[config.mk]
export PLATFORM = sky130hd
export DESIGN_NAME = mem_arbiter
export DESIGN_NICKNAME = d
export VERILOG_FILES = /design/src/rtl/mem_arbiter.sv
export SDC_FILE = /design/constraint.sdc
export NUM_CORES = 1
export LEC_CHECK = 0
export ABC_AREA = 1
export CORE_MARGIN = 1
export CORE_UTILIZATION = 39
export DETAILED_ROUTE_END_ITERATION = 10
export PLACE_DENSITY = 0.8
export SETUP_SLACK_MARGIN = 0.5
export SYNTH_ARGS = -nofsm -noshare
export SYNTH_HDL_FRONTEND = slang
export SYNTH_SLANG_ARGS = --single-unit
[constraint.sdc]
create_clock -name clk -period 4.49 [get_ports clk]
set_input_delay 0.898 -clock clk [delete_from_list [all_inputs] [get_ports clk]]
set_output_delay 0.898 -clock clk [all_outputs]
set_load 0.01 [all_outputs]
[src/rtl/mem_arbiter.sv]
// mem_arbiter: round-robin arbiter sharing one single-outstanding memory port between instruction and data requesters
module mem_arbiter #(
   parameter int MEM_LAT = 1
) (
   input  logic        clk,
   input  logic        reset,
   input  logic        i_req,
   input  logic [31:0] i_addr,
   output logic [31:0] i_rdata,
   output logic        i_ready,
   input  logic        d_req,
   input  logic        d_we,
   input  logic [31:0] d_addr,
   input  logic [31:0] d_wdata,
   output logic [31:0] d_rdata,
   output logic        d_ready,
   output logic        m_en,
   output logic        m_we,
   output logic [31:0] m_addr,
   output logic [31:0] m_wdata,
   input  logic [31:0] m_rdata,
   output logic        stall
);
   localparam logic [1:0] IDLE = 2'd0, ISSUE = 2'd1, WAIT = 2'd2, RESP = 2'd3;
   localparam logic [2:0] LAT = 3'(MEM_LAT);
   logic [1:0] state;
   logic [2:0] cnt;
   logic       last_grant;
   logic       owner;
   logic       we;
   logic       grant_d;
   assign grant_d = d_req & (~i_req | ~last_grant);
   assign i_ready = (state == RESP) & ~owner;
   assign d_ready = (state == RESP) & owner;
   assign stall   = (i_req & ~i_ready) | (d_req & ~d_ready);
   // grant in IDLE, strobe memory in ISSUE, count latency in WAIT, pulse the owner's ready in RESP
   always_ff @(posedge clk or posedge reset) begin
      if (reset) begin
         state      <= IDLE;
         cnt        <= 3'd0;
         last_grant <= 1'b1;
         owner      <= 1'b0;
         we         <= 1'b0;
         m_en       <= 1'b0;
         m_we       <= 1'b0;
         m_addr     <= 32'd0;
         m_wdata    <= 32'd0;
         i_rdata    <= 32'd0;
         d_rdata    <= 32'd0;
      end else begin
         m_en <= 1'b0;
         m_we <= 1'b0;
         case (state)
            IDLE: if (i_req | d_req) begin
               state      <= ISSUE;
               owner      <= grant_d;
               last_grant <= grant_d;
               we         <= grant_d & d_we;
               m_en       <= 1'b1;
               m_we       <= grant_d & d_we;
               m_addr     <= grant_d ? d_addr : i_addr;
               m_wdata    <= grant_d ? d_wdata : m_wdata;
            end
            ISSUE: begin
               state <= WAIT;
               cnt   <= 3'd1;
            end
            WAIT: begin
               cnt <= cnt + 3'd1;
               if (cnt == LAT) begin
                  state   <= RESP;
                  d_rdata <= (!we && owner) ? m_rdata : d_rdata;
                  i_rdata <= (!we && !owner) ? m_rdata : i_rdata;
               end
            end
            default: state <= IDLE;
         endcase
      end
   end
endmodule
==> out/qor.csv, run 1 <==
metric;value;unit
die_w;128;um
grt_util_all_layers;22.1;%
yosysTopAreaCell;dfrtp_1;
grt_pass1_vias;5814;
worstPathCellList;clkdlybuf4s50_1 > nand2_2 > nand3_2 > o21ai_0;
drive_gt1_share;5.00;%
synth.area.top_cells;dfrtp_1 55%, nand2_1 17%, inv_1 6.5%, o21ai_0 5.6%, nand3_1 5.4%;
setup-tns-final;0;ns
slowest_delay;0.98;ns
arrival;3.45;ns
drc_errors;0;
r2r-start;last_grant;
post-dp-hpwl;11.9;mm
tritoncts;yes;
num_antenna_cells;0;
tightestPinTransition;1.06;ns
routabilityCongestion;0.790;
rr_worst_depth;3;
routed_wl;17.3;mm
hold_viol;0;
synth_enable_flop_cells;0;
dr.first_iter.drc_count;366;
drv_slew;0;
syn_avg_cell_area;8.18;um2
cts.sink_count;138;
yosysMostFrequentCell;nand2_1;
slew_headroom;29.3;%
grt_first_pass_wirelength;28.4;mm
hold_path_class;reg -> reg;
die-area;16400;um2
hold_end;i_rdata[28];
rsz0062_at_grt;no;
switchingPower;2.43;mW
ys_seq_elements;138;
yosysSeqAreaShare;55.7;%
syn_to_final_growth;54.4;%
final_nets;1145;
grt_start_max_net_pins;76;
stdcell_area;9580;um2
reg2reg_to;m_wdata[17];
synth_cell_types;20;
swShare;36.2;%
p_int;4.28;mW
critical_path_class;in -> reg;
skew;0.00866;ns
post_drt_wl_per_cell;14.0;um
min_period;3.16;ns
vias;5826;
synth_ff_type;dfrtp_1;
finalCritPeriodShare;70.3;%
io_pins;266;
critPathSlowestCell;nand3_2;
path_clk_slew;0.06;ns
ys_warn_count;0;
crit_fanout;68;
cts.htree.levels;4;
rrSetupSlack;1.98;ns
p_comb_share;45.4;%
post_cts_buffers;0;
place_area;8960;um2
overflow;0;
clkPwrFrac;21.8;%
numCtsBuffers;17;
grt_antenna_before_repair;0;
syn_nets;896;
max_freq;0.317;GHz
drtPass1Iterations;5;
synth_top_area_share;55.3;%
rows;45;
clk_latency;0.41;ns
worstSetupStartpointType;input pin;
required;4.78;ns
p_per_area;701;nW/um2
ant_nets;0;
fp.dieH;128;um
root_buffer;clkbuf_16;
initial_core_util;40.4;%
leakage;4.76;nW
portBuffers;265;
seqPwrFrac;32.8;%
total_power;6.72;mW
core-area;15400;um2
cts_resized;0;
hp-start;i_rdata[28];
max-cap-violations;0;
async_flop_share;100;%
hold_buffers;0;
min_path_cells;2;
clockBufferDepth;2;
syn_inst;758;
syn_area;6200;um2
netlist_top_cells_count;277 x nand2_1, 137 x dfrtp_1, 107 x inv_1;
status;completed;
routed_via_density;4.73;
peakVddDrop;345;uV
crit_path_end_kind;register;
setup_violations;0;
-- worst max-delay path, delay by kind of cell --
| family | cells | cell delay (ns) |
|---|---|---|
| and+or+nand+nor | 2 | 1.51 |
| AOI/OAI and AO/OA | 1 | 0.55 |
| buffers and inverters | 1 | 0.48 |
-- layout by cell type (no fill, tap or decap) --
cell type	Yosys	layout
nand2_1	277	277
clkdlybuf4s50_1	0	265
dfrtp_1	137	137
inv_1	107	106
o21ai_0	69	69
nand3_1	67	67
nand4_1	32	32
clkbuf_16	0	17
buf_4	5	9
nor2_1	8	8
ha_1	5	5
clkinvlp_4	0	4
bufinv_16	0	4
clkinv_2	0	4
nand3_2	2	2
nor2_4	2	2
nor2_2	2	2
clkbuf_1	15	2
nand2_2	1	1
inv_2	1	1
o21ai_2	1	1
xnor2_1	1	1
clkbuf_8	0	1
inv_6	0	1
dfstp_2	1	1
buf_12	0	1
-- per-layer routing --
layer | track usage [%] | up-vias | routed length [um]
met4 | 8.79 | 0 | 364
li1 | - | 2854 | -
met2 | 36.4 | 240 | 8160
met5 | 0 | - | 0
met3 | 6.84 | 30 | 1430
met1 | 27.1 | 2702 | 7340
-- area by class of cell --
cell class / instances / area [um2]
flip-flops and latches: 138 / 3450
well taps: 211 / 264
inverters: 108 / 409
clock buffers: 20 / 447
clock inverters: 12 / 171
repair buffers: 275 / 2740
multi-input cells: 467 / 2090
fillers: 1322 / 5790
-- power groups by stage --
stage | clock [mW] | sequential [mW] | combinational, mW
floorplan | 0 | 2.45 | 1.20
global placement | 0 | 2.20 | 3.00
detailed placement | 0 | 2.21 | 3.07
CTS | 1.50 | 2.20 | 3.08
global route | 1.56 | 2.27 | 3.38
finish | 1.46 | 2.20 | 3.05
-- state kept, by name (all words and copies together) (netlist names) --
| register | flops |
|---|---|
| cnt | 3 |
| d_rdata | 32 |
| i_rdata | 32 |
| last_grant | 1 |
| m_addr | 32 |
| m_en | 1 |
| m_wdata | 32 |
| m_we | 1 |
| owner | 1 |
| state | 2 |
| we | 1 |
-- worst max-delay path by stage --
stage	startpoint	end	slack (ns)	cells after the start
after floorplan	reset	cnt[0]	1.87	1
after CTS	i_req	m_wdata[17]	1.33	4
after global routing	i_req	m_wdata[22]	1.05	4
final	i_req	m_wdata[17]	1.33	4
after detailed placement	i_req	m_wdata[3]	0.85	4
after global placement	i_req	m_wdata[2]	1.12	4
-- cells by family after synthesis --
| family | share of synthesized area [%] |
|---|---|
| AO/OA/AOI/OAI | 5.71 |
| XOR/XNOR | 0.141 |
| adder cells (fa/ha/maj) | 1.01 |
| buffers and inverters | 10.6 |
| flip-flops | 55.7 |
| AND/OR/NAND/NOR | 26.9 |
-- stage by stage --
step	worst slack, ns	util, %	std cells	hold slack (ns)
floorplan	1.87	-	758	0.449
global route	1.05	62.3	1231	0.487
CTS	1.33	62.3	1231	0.473
global placement	1.12	58.3	1199	0.452
finish	1.33	62.3	1231	0.468
detailed placement	0.851	58.3	1199	0.458
No activity file was read; power rests on OpenSTA's default activity.
==> inputs of run 2 (changes only) <==
- CORE_UTILIZATION: 39 -> 43
- PLACE_DENSITY: 0.8 -> 0.83
- clock period: 4.49 -> 3.25 ns (I/O delays scaled with it)
==> run 2 against run 1 <==
  * First-iteration DRC count shrank 0.82%
  * Cell area shrank 0.22%
  * Count of clock-buffer cells in the layout shrank 2
  * Routed wire length grew 0.56%
  * Global-route usage grew 1.8 points
  * Via count grew 2.1%
  * Clock power grew 28%
  * Critical path type is now in -> out
  * Largest cell class unchanged
==> out/qor.csv, run 2 (synthesized netlist as in run 1, its figures left out) <==
metric;value;unit;change
hold_path_class;reg -> reg;;
tightestPinTransition;0.539;ns;-0.521 ns
die_w;122;um;-4.7%
skew;0.00955;ns;+0.000893 ns
die-area;14900;um2;-9.2%
final_cell_mix;277 x nand2_1, 265 x clkdlybuf4s50_1, 137 x dfrtp_1;;
cts_resized;0;;unchanged
grt_util_all_layers;24.0;%;+1.8 points
grt_first_pass_wirelength;27.6;mm;-2.8%
status;completed;;
cts.sink_count;138;;unchanged
min_period;2.58;ns;
critPathMostFrequentCell;clkdlybuf4s50_1;;
drv_slew;0;;unchanged
total_power;9.17;mW;+37%
rows;43;;-4.4%
root_buffer;clkbuf_16;;
whs;0.469;ns;+0.000968 ns
final_common_cell;nand2_1;;
rrSetupSlack;1.11;ns;-0.87 ns
syn_to_final_growth;54.1;%;
grt_pass1_vias;5568;;-4.2%
numCtsBuffers;17;;unchanged
seqPwrFrac;33.1;%;+0.3 points
p_per_area;960;nW/um2;+37%
drive_gt1_share;5.75;%;+0.75 points
portBuffers;265;;unchanged
finalCritPeriodShare;79.4;%;
routabilityCongestion;0.809;;+2.5%
setup_ws;0.671;ns;-0.661 ns
worstPathCellList;clkdlybuf4s50_1 > o21ai_0 > nand2_1 > clkdlybuf4s50_1;;
nFillCells;1116;;-16%
vias;5951;;+2.1%
routed_via_density;4.93;;+4.3%
ant_nets;0;;unchanged
post_cts_buffers;0;;unchanged
clockBufferDepth;2;;unchanged
critical_path_class;in -> out;;
hold_viol;0;;unchanged
slew_headroom;64.1;%;+35 points
path_clk_slew;0.06;ns;about the same
arrival;1.93;ns;-1.52 ns
overflow;0;;unchanged
required;2.60;ns;-2.18 ns
routed_wl;17.4;mm;+0.56%
leakage;4.76;nW;about the same
postLayoutCoreUtil;68.3;%;+6.0 points
p_int;5.73;mW;+34%
critPathSlowestCell;clkdlybuf4s50_1;;
post-dp-hpwl;11.9;mm;+0.27%
swShare;37.5;%;+1.3 points
final_nets;1151;;+0.52%
switchingPower;3.44;mW;+42%
core-area;14000;um2;-9.0%
initial_core_util;44.3;%;+4.0 points
max-cap-violations;0;;unchanged
tritoncts;yes;;
slowest_delay;0.56;ns;-0.42 ns
rsz0062_at_grt;no;;
grt_antenna_before_repair;0;;unchanged
clk_latency;0.42;ns;about the same
peakVddDrop;454;uV;+31%
crit_path_end_kind;output port;;
hold_buffers;0;;unchanged
setup-tns-final;0;ns;unchanged
drc_errors;0;;unchanged
crit_fanout;4;;-94%
p_comb_share;46.6;%;+1.2 points
dr.first_iter.drc_count;363;;-0.82%
fp.dieH;122;um;-4.7%
num_antenna_cells;0;;unchanged
cts.htree.levels;4;;unchanged
worstSetupStartpointType;input pin;;
setup_violations;0;;unchanged
clkPwrFrac;20.4;%;-1.4 points
grt_start_max_net_pins;69;;-9.2%
io_pins;266;;unchanged
drtPass1Iterations;5;;unchanged
max_freq;0.388;GHz;
pre_cts_ws;0.659;ns;-0.192 ns
post_drt_wl_per_cell;14.4;um;+2.6%
-- run 2: cell count changes in the layout (fill, tap and decap cells not counted), moves of 3 or more --
cell / delta
clkinv_2: -4
clkinvlp_4: +3
buf_4: +5
bufinv_16: -3
clkinv_4: +3
-- run 2: stage by stage --
stage | cells | cell area [um2]
after floorplan | 758 | 6210
after global placement | 1174 | 8980
after detailed placement | 1174 | 8980
after CTS | 1206 | 9560
after global routing | 1206 | 9560
final | 1206 | 9560
-- run 2: area by class of cell --
type,count,area [um2],share of cell area (%)
timing repair buffer,281,2800,29.3
tap,180,225,2.36
sequential,138,3450,36.1
inverter,108,409,4.28
clock buffer,18,439,4.60
clock inverter,14,139,1.45
multi-input combinational,467,2090,21.9
-- run 2: layer usage --
layer  share of wire [%]  vias to the layer above  wire length [um]  GRT usage, %
met5                   0                        -                 0             0
met4                 1.7                        0               295          8.46
met3                 8.8                       24              1530          7.96
met2                  50                      260              8610          40.0
met1                  40                     2798              6960          28.9
li1                    -                     2869                 -             -
-- run 2: path summary, 6_finish.rpt --
check                                    to        from  depth (start not counted)
worst max-delay path                  stall       i_req                          4
worst min-delay path             i_rdata[1]  i_rdata[1]                          2
worst max register to register  d_rdata[15]    state[0]                          9
worst min register to register   i_rdata[1]  i_rdata[1]                          2
max in group asynchronous       d_rdata[16]       reset                          3
min in group asynchronous        d_rdata[6]       reset                          2
-- run 2: worst max-delay path: cells and delay by family --
kind	cells	cell delay, ns
buffers and inverters	2	1.10
AO/OA/AOI/OAI	1	0.11
AND/OR/NAND/NOR	1	0.07
-- run 2: power by group through the flow --
stage	logic [mW]	clock network, mW	registers [mW]
after floorplan	1.66	0	3.38
after global placement	4.18	0	3.01
after detailed placement	4.28	0	3.05
after CTS	4.30	1.91	3.04
after global routing	4.67	1.98	3.13
final	4.27	1.87	3.03
